===== src/rtl/dest_hazard_unit.sv =====
// Destination tracking through EX/MEM/WB for a 5-stage MIPS-style core:
// operand forwarding selects, load-use stall, decode bypass flags and the register-file write port.
module dest_hazard_unit #(
  parameter int AW = 5
) (
  input  logic          clk,
  input  logic          rst,
  input  logic [AW-1:0] dest_address,
  input  logic          dest_we,
  input  logic          dest_is_load,
  input  logic          id_valid,
  input  logic [AW-1:0] rs_addr,
  input  logic [AW-1:0] rt_addr,
  input  logic          rs_used,
  input  logic          rt_used,
  input  logic          flush,
  output logic          stall,
  output logic [1:0]    fwd_a,
  output logic [1:0]    fwd_b,
  output logic          id_byp_rs,
  output logic          id_byp_rt,
  output logic [AW-1:0] ex_dest,
  output logic [AW-1:0] mem_dest,
  output logic [AW-1:0] wb_dest,
  output logic          wb_we
);

  logic          ex_valid;
  logic          ex_is_load;
  logic [AW-1:0] ex_rs;
  logic [AW-1:0] ex_rt;
  logic          ex_rs_used;
  logic          ex_rt_used;
  logic          mem_valid;
  logic          mem_is_load;
  logic          wb_valid;

  logic          issue;
  logic          issue_valid;
  logic          stall_rs;
  logic          stall_rt;

  // Flush takes precedence over everything: a flushed or stalled slot becomes a bubble.
  assign issue       = id_valid & ~stall & ~flush;
  assign issue_valid = issue & dest_we & (dest_address != '0);

  // Register 0 is never a real destination, so a zero source can never match a valid entry.
  assign stall_rs = rs_used & (rs_addr != '0) & (rs_addr == ex_dest);
  assign stall_rt = rt_used & (rt_addr != '0) & (rt_addr == ex_dest);
  assign stall    = id_valid & ex_valid & ex_is_load & (stall_rs | stall_rt);

  always_comb begin
    fwd_a = 2'b00;
    if (ex_rs_used && (ex_rs != '0)) begin
      if (mem_valid && !mem_is_load && (ex_rs == mem_dest))
        fwd_a = 2'b01;
      else if (wb_valid && (ex_rs == wb_dest))
        fwd_a = 2'b10;
    end
  end

  always_comb begin
    fwd_b = 2'b00;
    if (ex_rt_used && (ex_rt != '0)) begin
      if (mem_valid && !mem_is_load && (ex_rt == mem_dest))
        fwd_b = 2'b01;
      else if (wb_valid && (ex_rt == wb_dest))
        fwd_b = 2'b10;
    end
  end

  assign id_byp_rs = id_valid & rs_used & wb_valid & (rs_addr != '0) & (rs_addr == wb_dest);
  assign id_byp_rt = id_valid & rt_used & wb_valid & (rt_addr != '0) & (rt_addr == wb_dest);
  assign wb_we     = wb_valid;

  // Stages below decode never stall; every edge shifts the whole pipe by one.
  always_ff @(posedge clk or posedge rst) begin
    if (rst) begin
      ex_valid    <= 1'b0;
      ex_dest     <= '0;
      ex_is_load  <= 1'b0;
      ex_rs       <= '0;
      ex_rt       <= '0;
      ex_rs_used  <= 1'b0;
      ex_rt_used  <= 1'b0;
      mem_valid   <= 1'b0;
      mem_dest    <= '0;
      mem_is_load <= 1'b0;
      wb_valid    <= 1'b0;
      wb_dest     <= '0;
    end else begin
      ex_valid   <= issue_valid;
      ex_dest    <= issue_valid ? dest_address : '0;
      ex_is_load <= issue_valid & dest_is_load;
      if (issue) begin
        ex_rs      <= rs_addr;
        ex_rt      <= rt_addr;
        ex_rs_used <= rs_used;
        ex_rt_used <= rt_used;
      end else begin
        ex_rs      <= '0;
        ex_rt      <= '0;
        ex_rs_used <= 1'b0;
        ex_rt_used <= 1'b0;
      end
      mem_valid   <= ex_valid;
      mem_dest    <= ex_dest;
      mem_is_load <= ex_is_load;
      wb_valid    <= mem_valid;
      wb_dest     <= mem_dest;
    end
  end

endmodule


===== config.mk =====
export PLATFORM = sky130hd
export DESIGN_NAME = dest_hazard_unit
export DESIGN_NICKNAME = d
export VERILOG_FILES = /design/src/rtl/dest_hazard_unit.sv
export SDC_FILE = /design/constraint.sdc
export NUM_CORES = 1
export LEC_CHECK = 0
export CORE_MARGIN = 2
export CORE_UTILIZATION = 40
export CTS_BUF_LIST = sky130_fd_sc_hd__clkbuf_8
export DETAILED_ROUTE_END_ITERATION = 12
export GPL_TIMING_DRIVEN = 1
export MAX_ROUTING_LAYER = met4
export PLACE_DENSITY_LB_ADDON = 0.15
export SETUP_SLACK_MARGIN = 0.4
export SLEW_MARGIN = 25
export SYNTH_ARGS = -nofsm -noshare
export SYNTH_HDL_FRONTEND = slang
export SYNTH_SLANG_ARGS = --single-unit

===== constraint.sdc =====
create_clock -name clk -period 2.1 [get_ports clk]
set_input_delay 0.63 -clock clk [delete_from_list [all_inputs] [get_ports clk]]
set_output_delay 0.63 -clock clk [all_outputs]
set_load 0.05 [all_outputs]

==> results.md <==
- Final Cell Area: 3220 um2
- Clk buf depth: 2
- Initial antenna violation count: 0
- Mux cell area share after synthesis: 0
- Reg area: 823 um2
- Syn nets: 186
- Ports: 46
- Worst hold-check path type: reg -> reg
- Avg WL per Cell: 18.5 um
- Hold path depth: 0
- Post-placement worst setup slack: -0.921 ns
- Sink Count: 32
- CTS clk-pin slew, worst paths: 0.07 ns
- Status: finished, violations left
- Max-cap violations: 0
- Number of remaining DRC errors: 0
- Area leader, netlist: dfrtp_1
- Cts hold-fix bufs: 0
- Mean Syn Cell Area: 10.2 um2
- Max FO, Critical Path: 3
- Placed Cells: 290
- Largest cells by area after synthesis: dfrtp_1 (48%), xnor2_1 (17%), xor2_1 (4.2%), nand2_1 (4.1%), nor2_2 (3.4%)
- Crit path kind: reg -> out
- CTS tree: yes
- Area of the multi-input gates: 1190 um2
- Syn. warnings: 0
- Fillers: 214
- Worst Max-Slew Pin Slew: 0.329 ns
- Adder-Cell Fraction of Synth Area: 0
- Count of cell types in the netlist: 23
- Power per Cell Area: 513 nW/um2
- Synth Area in Simple Gates: 0.240
- Placed Area: 2660 um2
- PortBufs: 45
- Compound-Gate Fraction of Synth Area: 0.0465
- Final GP Congestion: 0.808
- Layout Utilization: 0.805
- Slew margin rel.: 0.781
- Critical-path top delay cell: dfrtp_4
- Grt ovf: 0
- Root buf cell: clkbuf_8
- Crit. End Element: primary output
- Final worst setup slack: -0.560 ns
- Layout Cells excl Fill: 318
- Slew Viols, Final: 0
- Share of layout cells above drive strength 1: 0.619
- Failing checks: negative setup slack
- CP cell instances: xnor2_4 > nand4_1 > or4_4 > a21oi_4 > buf_12
- Ant. Diodes: 0
- Setup violators final: 26
- Vias in the first global route: 1756
- Req. time, crit path: 1.47 ns
- Initial Util: 0.417
- Fin Hold WS: 0.381 ns
- Post-layout min period: 2.66 ns
- Pin count of the biggest net entering global routing: 33
- Die X-Extent: 68.6 um
- Max Fclk: 376 MHz
- Synthesized flop and latch total: 32
- Die Ht: 68.6 um
- Pwr Total: 1.65 mW
- Vias/cell: 5.21
- Worst Clk Skew: 0.00510 ns
- Reg2Reg Depth: 14
- # rows: 23
- RSZ-0062 raised after global routing: true
- Clock Latency Late Sink: 0.30 ns
- Via Count: 1656
- Pre-antenna DRT Iters: 4
- Synth Area in XOR/XNOR: 0.210
- Core box area: 4000 um2
- CP Launch Type: register
- First-pass GRT wire length: 8.64 mm
- Leakage Power: 1.38 nW
- Yosys top cell area share: 0.480
- Area growth, synth to finish: 93.2%
- Worst vdd ir: 0.549 mV
- Tcrit/Tclk final: 1.27
- First DRT Iteration DRCs: 40
- Max incr delay on CP: 0.54 ns
- Final ANT Viol Nets: 0
- Setup TNS Final: -3.20 ns
- WL final: 5.87 mm
- H-tree depth: 2
- Total track usage: 0.276
- Sequential share of the synthesized area: 0.480
- Hold Vio Cnt, Final: 0
- Mapped cell area: 1670 um2
- DPL Wire Length: 3.70 mm
- Final net count: 290
- Die area: 4700 um2
- CP arrival: 2.03 ns
- Post-Synthesis Cells: 163
- CTS Buf Count: 5
- Largest family of logic cells by synthesized area: simple AND/OR/NAND/NOR gates
layout by cell type, fill, tap and decap left out, types with 2 or more instances in the layout:
master and count:
dlygate4sd2_1 3, nor3_4 3, inv_1 3, xnor2_4 5, nor2_2 9, o211ai_2 2
nor2_1 5, buf_2 3, or4_4 6, nand2_1 17, clkbuf_8 5, xnor2_2 7
buf_6 34, nand3_1 9, o21ai_4 4, dfrtp_2 15, dfrtp_1 16, xnor2_1 20
nor2_4 8, nor4_4 2, buf_8 3, clkdlybuf4s50_1 10, xor2_1 8, nand4_1 8
buf_12 5, buf_4 44
what timing repair did:
item,CTS,global route
buffers inserted,17,2
endpoints found under the setup margin,29,35
resized for setup,98,19
pin swaps,37,16
cloned,1,0
layout make-up:
class                   count  area share
multi-input cells         123       0.371
repair buffers            103       0.318
clock buffers               5      0.0214
clock inverters             3      0.0120
flip-flops and latches     32       0.256
well taps                  50      0.0194
inverters                   2     0.00233
state kept, by name (all words and copies together), names as in the netlist:
name / count
ex_dest: 5
mem_is_load: 1
ex_rt: 5
mem_valid: 1
ex_is_load: 1
wb_we: 1
wb_dest: 5
ex_rt_used: 1
mem_dest: 5
ex_rs: 5
ex_rs_used: 1
ex_valid: 1
logic make-up after synthesis:
group | Yosys count
flops | 32
buf+inv | 8
simple gates | 74
xor+xnor | 40
compound gates | 9
final timing paths:
check	from	to	slack, ns
hold reg to reg	mem_valid	wb_we	0.38
setup reg to reg	ex_dest[1]	ex_rs[1]	-0.09
max in group asynchronous	rst	wb_dest[0]	1.24
setup / recovery	ex_dest[2]	stall	-0.56
min in group asynchronous	rst	ex_valid	0.67
hold / removal	mem_valid	wb_we	0.38
synthesized netlist by cell type:
library cell,number
nor2b_1,1
o211ai_2,2
o22ai_4,1
nor2_4,1
inv_1,2
nand4bb_1,2
or4_1,4
nand2_1,18
nor2_2,9
nor4_1,3
or4_4,2
nand3_1,9
buf_6,1
a21oi_1,1
nor2_1,12
clkbuf_1,5
nor3_1,5
o21ai_0,4
nand4_1,8
xnor2_1,32
o21a_1,1
dfrtp_1,32
xor2_1,8
power breakdown:
part / total, mW / leakage (nW) / internal, mW / switching, mW
logic: 0.407 / 0.913 / 0.214 / 0.193
clock network: 0.584 / 0.0593 / 0.347 / 0.237
registers: 0.662 / 0.409 / 0.638 / 0.0243
worst max-delay path, delay by kind of cell (launching register included):
kind	cells	cell delay (ns)
DFF	1	0.54
AOI/OAI and AO/OA	1	0.19
buffers and inverters	1	0.15
xor gates and xnor gates	1	0.19
and+or+nand+nor	2	0.66
layer usage:
layer | track usage | wire length (um) | vias up
met1 | 0.291 | 2140 | 840
met5 | - | 0 | -
li1 | - | - | 761
met4 | 0.115 | 157 | 0
met2 | 0.498 | 3360 | 41
met3 | 0.0568 | 212 | 14
Note: power is estimated with default switching activity, not from simulation.
